**src/rtl/pwm_capture_if.sv**
```systemverilog
// rtl/pwm_capture_if.sv - control inputs and measurement results of pwm_capture
interface pwm_capture_if #(
   parameter int CNT_WIDTH = 16
);
   logic                 enable;
   logic                 pwm_in;
   logic [CNT_WIDTH-1:0] high_time;
   logic [CNT_WIDTH-1:0] period;
   logic                 valid;
   logic                 timeout;
   logic                 level;

   modport master (
      output enable, pwm_in,
      input  high_time, period, valid, timeout, level
   );

   modport slave (
      input  enable, pwm_in,
      output high_time, period, valid, timeout, level
   );
endinterface

```
**src/rtl/pwm_capture.sv**
```systemverilog
// rtl/pwm_capture.sv - PWM high-time and period measurement with timeout
module pwm_capture #(
   parameter int CNT_WIDTH = 16
) (
   input logic          clk,
   input logic          rst,
   pwm_capture_if.slave bus
);
   localparam logic [1:0] IDLE = 2'd0;
   localparam logic [1:0] HIGH = 2'd1;
   localparam logic [1:0] LOW  = 2'd2;

   localparam logic [CNT_WIDTH-1:0] CNT_MAX = '1;
   localparam logic [CNT_WIDTH-1:0] CNT_ONE = CNT_WIDTH'(1);

   logic                 s1, s2, s3;
   logic [1:0]           state;
   logic [CNT_WIDTH-1:0] cnt;
   logic [CNT_WIDTH-1:0] hi_cnt;
   logic [CNT_WIDTH-1:0] high_time_q;
   logic [CNT_WIDTH-1:0] period_q;
   logic                 valid_q;
   logic                 timeout_q;
   logic                 rise;
   logic                 fall;
   logic                 at_max;

   assign rise   = s2 & ~s3;
   assign fall   = ~s2 & s3;
   assign at_max = (cnt == CNT_MAX);

   always_ff @(posedge clk) begin
      if (rst) begin
         s1          <= 1'b0;
         s2          <= 1'b0;
         s3          <= 1'b0;
         state       <= IDLE;
         cnt         <= '0;
         hi_cnt      <= '0;
         high_time_q <= '0;
         period_q    <= '0;
         valid_q     <= 1'b0;
         timeout_q   <= 1'b0;
      end else begin
         s1        <= bus.pwm_in;
         s2        <= s1;
         s3        <= s2;
         valid_q   <= 1'b0;
         timeout_q <= 1'b0;
         if (!bus.enable) begin
            state <= IDLE;
            cnt   <= '0;
         end else begin
            case (state)
               IDLE: begin
                  if (rise) begin
                     cnt   <= CNT_ONE;
                     state <= HIGH;
                  end
               end
               HIGH: begin
                  // a qualifying edge at saturation still wins over timeout
                  if (fall) begin
                     hi_cnt <= cnt;
                     cnt    <= cnt + CNT_ONE;
                     state  <= LOW;
                  end else if (at_max) begin
                     timeout_q <= 1'b1;
                     cnt       <= '0;
                     state     <= IDLE;
                  end else begin
                     cnt <= cnt + CNT_ONE;
                  end
               end
               LOW: begin
                  if (rise) begin
                     period_q    <= cnt;
                     high_time_q <= hi_cnt;
                     valid_q     <= 1'b1;
                     cnt         <= CNT_ONE;
                     state       <= HIGH;
                  end else if (at_max) begin
                     timeout_q <= 1'b1;
                     cnt       <= '0;
                     state     <= IDLE;
                  end else begin
                     cnt <= cnt + CNT_ONE;
                  end
               end
               default: begin
                  state <= IDLE;
                  cnt   <= '0;
               end
            endcase
         end
      end
   end

   assign bus.high_time = high_time_q;
   assign bus.period    = period_q;
   assign bus.valid     = valid_q;
   assign bus.timeout   = timeout_q;
   assign bus.level     = s2;
endmodule

```
**src/flat_wrapper.sv**
```systemverilog
// flat-port wrapper written by rule: the top's interface ports become plain ports
module pwm_capture_flat 
#(
   parameter int CNT_WIDTH = 16
)
  (clk, rst, bus_enable, bus_pwm_in, bus_high_time, bus_period, bus_valid, bus_timeout, bus_level);
  pwm_capture_if #(.CNT_WIDTH(CNT_WIDTH)) bus_i ();
  input logic clk;
  input logic rst;
  input wire logic [$bits(bus_i.enable)-1:0] bus_enable;
  input wire logic [$bits(bus_i.pwm_in)-1:0] bus_pwm_in;
  output wire logic [$bits(bus_i.high_time)-1:0] bus_high_time;
  output wire logic [$bits(bus_i.period)-1:0] bus_period;
  output wire logic [$bits(bus_i.valid)-1:0] bus_valid;
  output wire logic [$bits(bus_i.timeout)-1:0] bus_timeout;
  output wire logic [$bits(bus_i.level)-1:0] bus_level;
  assign bus_i.enable = bus_enable;
  assign bus_i.pwm_in = bus_pwm_in;
  assign bus_high_time = bus_i.high_time;
  assign bus_period = bus_i.period;
  assign bus_valid = bus_i.valid;
  assign bus_timeout = bus_i.timeout;
  assign bus_level = bus_i.level;
  pwm_capture #(.CNT_WIDTH(CNT_WIDTH)) u_core (.clk(clk), .rst(rst), .bus(bus_i));
endmodule
```
**config.mk**
```make
export PLATFORM = sky130hd
export DESIGN_NAME = pwm_capture_flat
export DESIGN_NICKNAME = d
export VERILOG_FILES = /design/src/rtl/pwm_capture_if.sv /design/src/rtl/pwm_capture.sv /design/src/flat_wrapper.sv
export SDC_FILE = /design/constraint.sdc
export NUM_CORES = 1
export LEC_CHECK = 0
export ABC_AREA = 0
export ABC_CLOCK_PERIOD_IN_PS = 2700
export CAP_MARGIN = 10
export CELL_PAD_IN_SITES_DETAIL_PLACEMENT = 1
export CELL_PAD_IN_SITES_GLOBAL_PLACEMENT = 2
export CORE_AREA = 2 2 68 135
export DETAILED_ROUTE_END_ITERATION = 12
export DIE_AREA = 0 0 70 137
export DONT_BUFFER_PORTS = 1
export PLACE_DENSITY_LB_ADDON = 0.1
export SKIP_CTS_REPAIR_TIMING = 1
export SLEW_MARGIN = 20
export SYNTH_ARGS = -nofsm -noshare
export SYNTH_HDL_FRONTEND = slang
export SYNTH_SLANG_ARGS = --single-unit
```
**constraint.sdc**
```tcl
create_clock -name clk -period 2.7 [get_ports clk]
set_clock_uncertainty 0.15 [all_clocks]
set_input_delay 0.54 -clock clk [delete_from_list [all_inputs] [get_ports clk]]
set_output_delay 0.54 -clock clk [all_outputs]
set_load 0.1 [all_outputs]
```
==> metrics.cfg <==
[outcome]
run_status=finished, final reports clean

[yosys]
share_of_flip_flops_with_an_asynchronous_set_or_reset_pct=0
number_of_flops_mapped_to_enable_cells_by_yosys=0
synth-seq-cells=71
synth.yosys.seq_area_share_pct=47.1
synthDominantAreaCellType=sky130_fd_sc_hd__dfxtp_1
synth_area_um2=3020
unique_cell_type_count_in_the_yosys_netlist=37
synth_flop_cell=sky130_fd_sc_hd__dfxtp_1
syn_inst=393
synthesis.yosys.warnings=0
synth_top_cell_area_share_pct=47.1
synth.top_cells.by_area=sky130_fd_sc_hd__dfxtp_1, sky130_fd_sc_hd__nand2_1, sky130_fd_sc_hd__a21oi_1
synthesis.area_per_instance_um2=7.69
synth.net_count=402

[critical_path]
crit_path_start=u_core.cnt[1]
crit_chain=ha_1, nand4_1, nor4_4, a211oi_2, buf_4, o211a_1, a221o_1
timing_worst_setup_path_type=flip-flop to flip-flop
critical-path-max-stage-delay_ns=0.45
worst_endpoint_data_arrival_time_ns=2.61
critical-path-slowest-cell=sky130_fd_sc_hd__dfxtp_1
r2r-start=u_core.cnt[1]
timing.critical_path.to_type=flip-flop
timing.reg2reg.setup_slack_ns=0.16
timing.rr.end=u_core.cnt[10]
crit_fanout=14
worst_ep_required_time_ns=2.77
timing.critical_path.from_type=flip-flop
rr_worst_depth=7

[worst_hold_path]
hold_path_end=u_core.bus.period[14]
hold_path.class=input pin to flip-flop
min-delay-start=rst
hold-path-cell-count=1

[clock_tree]
clock_latency_ns=0.33
clkSinkCount=71
root_buffer=sky130_fd_sc_hd__clkbuf_16
cts_max_level=3
clk_path_buf_depth=2
cts-buffers-inserted=9
tritoncts=done
cts.reportedPaths.clkPinSlew_ns=0.06

[timing]
max_freq_mhz=393
timing.slew.headroom_pct=45.0
maxSlewViolCount=0
tightest_slew_ns=0.818
setup_viol=0
fin_crit_sh_pct=94.2
finalHoldViolCount=0
hold_ws_ns=0.127
unrepaired_setup_endpoints_after_global_routing=false
setup_total_negative_slack_ns=0
finalCriticalPeriod_ns=2.54

[floorplan]
dieArea_um2=9590
fp.dieH_um=137
std_cell_rows=48
dieWidth_um=70
boundaryPins=39
initial_core_util_pct=35.4
fp.coreArea_um2=8530

[power_and_ir_drop]
clock_power_share_pct=51.8
leakage_uw=0.00147
p_comb_share_pct=1.4
netSwitchingFraction_pct=21.4
internal_power_uw=1770
power.switching_uw=480
power_density_nw_per_um2=607
seq_power_share_pct=46.8
power.ir.vdd_worst_mv=0.252

[finish]
antenna_cells=0
num-nets-final=435
drive_gt1_share_pct=16.3
layout.filler_cells=1062
area_delta_synth_final_pct=22.7

[grt]
global_route.usage.total_pct=19.2
grt_pass1_wl_um=14500
number_of_antenna_violations_at_the_first_check_in_global_routing=0
grt_start_max_net_pins=53
use_met2_pct=34.2
grt-ovfl-total=0
use_met3_pct=3.53
number_of_global_route_vias_before_repair=2893
busiest_layer=met2
groute.layer.met1.usage_pct=22.0

[drt]
post-route-drc-count=0
drt_first_iter_violations=110
first_pass_iters=4
detail_route.wl_per_cell_um=16.4
route.vias.total=2787
drt-total-wl_um=8690
detail-route-antenna-nets=0
via_per_inst=5.26

[placement]
portBuffers=0
post-dp-hpwl_um=6150
gp_congestion=0.813

[flow_run]
max-cap-violations=0

-- cells in the mapped netlist, types with 2 or more instances --
cell / n
sky130_fd_sc_hd__a211oi_1: 3
sky130_fd_sc_hd__a21oi_1: 52
sky130_fd_sc_hd__a31oi_1: 2
sky130_fd_sc_hd__and2_1: 6
sky130_fd_sc_hd__and3_1: 5
sky130_fd_sc_hd__and4_1: 2
sky130_fd_sc_hd__buf_2: 7
sky130_fd_sc_hd__clkbuf_1: 22
sky130_fd_sc_hd__dfxtp_1: 71
sky130_fd_sc_hd__ha_1: 5
sky130_fd_sc_hd__inv_1: 9
sky130_fd_sc_hd__nand2_1: 130
sky130_fd_sc_hd__nand2b_1: 3
sky130_fd_sc_hd__nand3_1: 9
sky130_fd_sc_hd__nand4_1: 5
sky130_fd_sc_hd__nor2_1: 13
sky130_fd_sc_hd__nor2b_1: 7
sky130_fd_sc_hd__nor3_1: 6
sky130_fd_sc_hd__nor4_1: 3
sky130_fd_sc_hd__o2111ai_1: 2
sky130_fd_sc_hd__o211ai_1: 3
sky130_fd_sc_hd__o21a_1: 3
sky130_fd_sc_hd__o22ai_1: 11
-- power groups by stage --
stage               clock network (uW)  registers [uW]  logic (uW)
global placement                     0            1070        32.3
CTS                               1190            1050        32.7
finish                            1160            1050        32.4
floorplan                            0            1080        26.3
global route                      1230            1050        36.0
detailed placement                   0            1070        32.5
-- worst max-delay path by stage --
stage,to,slack (ns),cells past startpoint
final,u_core.cnt[10],0.16,7
after global routing,u_core.cnt[10],0.02,7
after CTS,u_core.cnt[10],0.07,7
after detailed placement,u_core.cnt[10],0.08,7
after global placement,u_core.cnt[10],0.14,5
after floorplan,u_core.cnt[8],0.08,6
-- flip-flops by register name, indices dropped and copies added, names as in the netlist --
| register | cells |
|---|---|
| u_core.bus.high_time | 16 |
| u_core.bus.period | 16 |
| u_core.cnt | 16 |
| u_core.hi_cnt | 16 |
| u_core.state | 2 |
| u_core.bus.level | 1 |
| u_core.bus.timeout | 1 |
| u_core.bus.valid | 1 |
| u_core.s1 | 1 |
| u_core.s3 | 1 |
-- kinds of logic after synthesis --
family	synth area share, %
buffers and inverters	5.01
flip-flops	47.1
AO/OA/AOI/OAI	16.8
adder cells (fa/ha/maj)	2.07
AND/OR/NAND/NOR	29.0
-- layout by cell type, fill, tap and decap left out, drive strengths merged, types with 7 or more instances in the layout --
cell type,netlist,layout
nor2,13,13
inv,9,9
nand2,130,130
nor2b,7,7
buf,7,51
a21oi,52,52
dfxtp,71,71
clkbuf,22,9
o22ai,11,11
nor3,7,7
nand3,9,9
-- area by class of cell --
| type | instances | area [um^2] | share of cell area, % |
|---|---|---|---|
| Clock inverter | 6 | 62.6 | 1.69 |
| Multi-Input combinational cell | 284 | 1450 | 39.2 |
| Clock buffer | 9 | 225 | 6.08 |
| Sequential cell | 71 | 1420 | 38.4 |
| Tap cell | 100 | 125 | 3.38 |
| Inverter | 9 | 33.8 | 0.912 |
| Timing Repair Buffer | 51 | 383 | 10.3 |
-- stage by stage --
stage / std cells / util (%) / cell area (um^2) / setup WS (ns) / power [uW]
floorplan: 393 / - / 3020 / 0.0816 / 1110
global placement: 515 / 40.0 / 3410 / 0.138 / 1110
detailed placement: 515 / 40.1 / 3420 / 0.0791 / 1110
CTS: 530 / 43.4 / 3700 / 0.0712 / 2280
global route: 530 / 43.4 / 3700 / 0.0244 / 2320
finish: 530 / 43.4 / 3700 / 0.157 / 2250
-- worst max-delay path: cells and delay by family (launching register included) --
family                     cells  cell delay [ns]
AOI/OAI and AO/OA              3             0.68
buffers and inverters          1             0.24
DFF                            1             0.45
and+or+nand+nor                2             0.63
adders and majority gates      1             0.29
-- routing by layer --
| layer | vias up | share of wire, % |
|---|---|---|
| met2 | 37 | 52 |
| met4 | 0 | 2.3 |
| met5 | - | 0 |
| met1 | 1348 | 43 |
| li1 | 1389 | - |
| met3 | 13 | 2.5 |
Power figures use the tool's default switching activity.
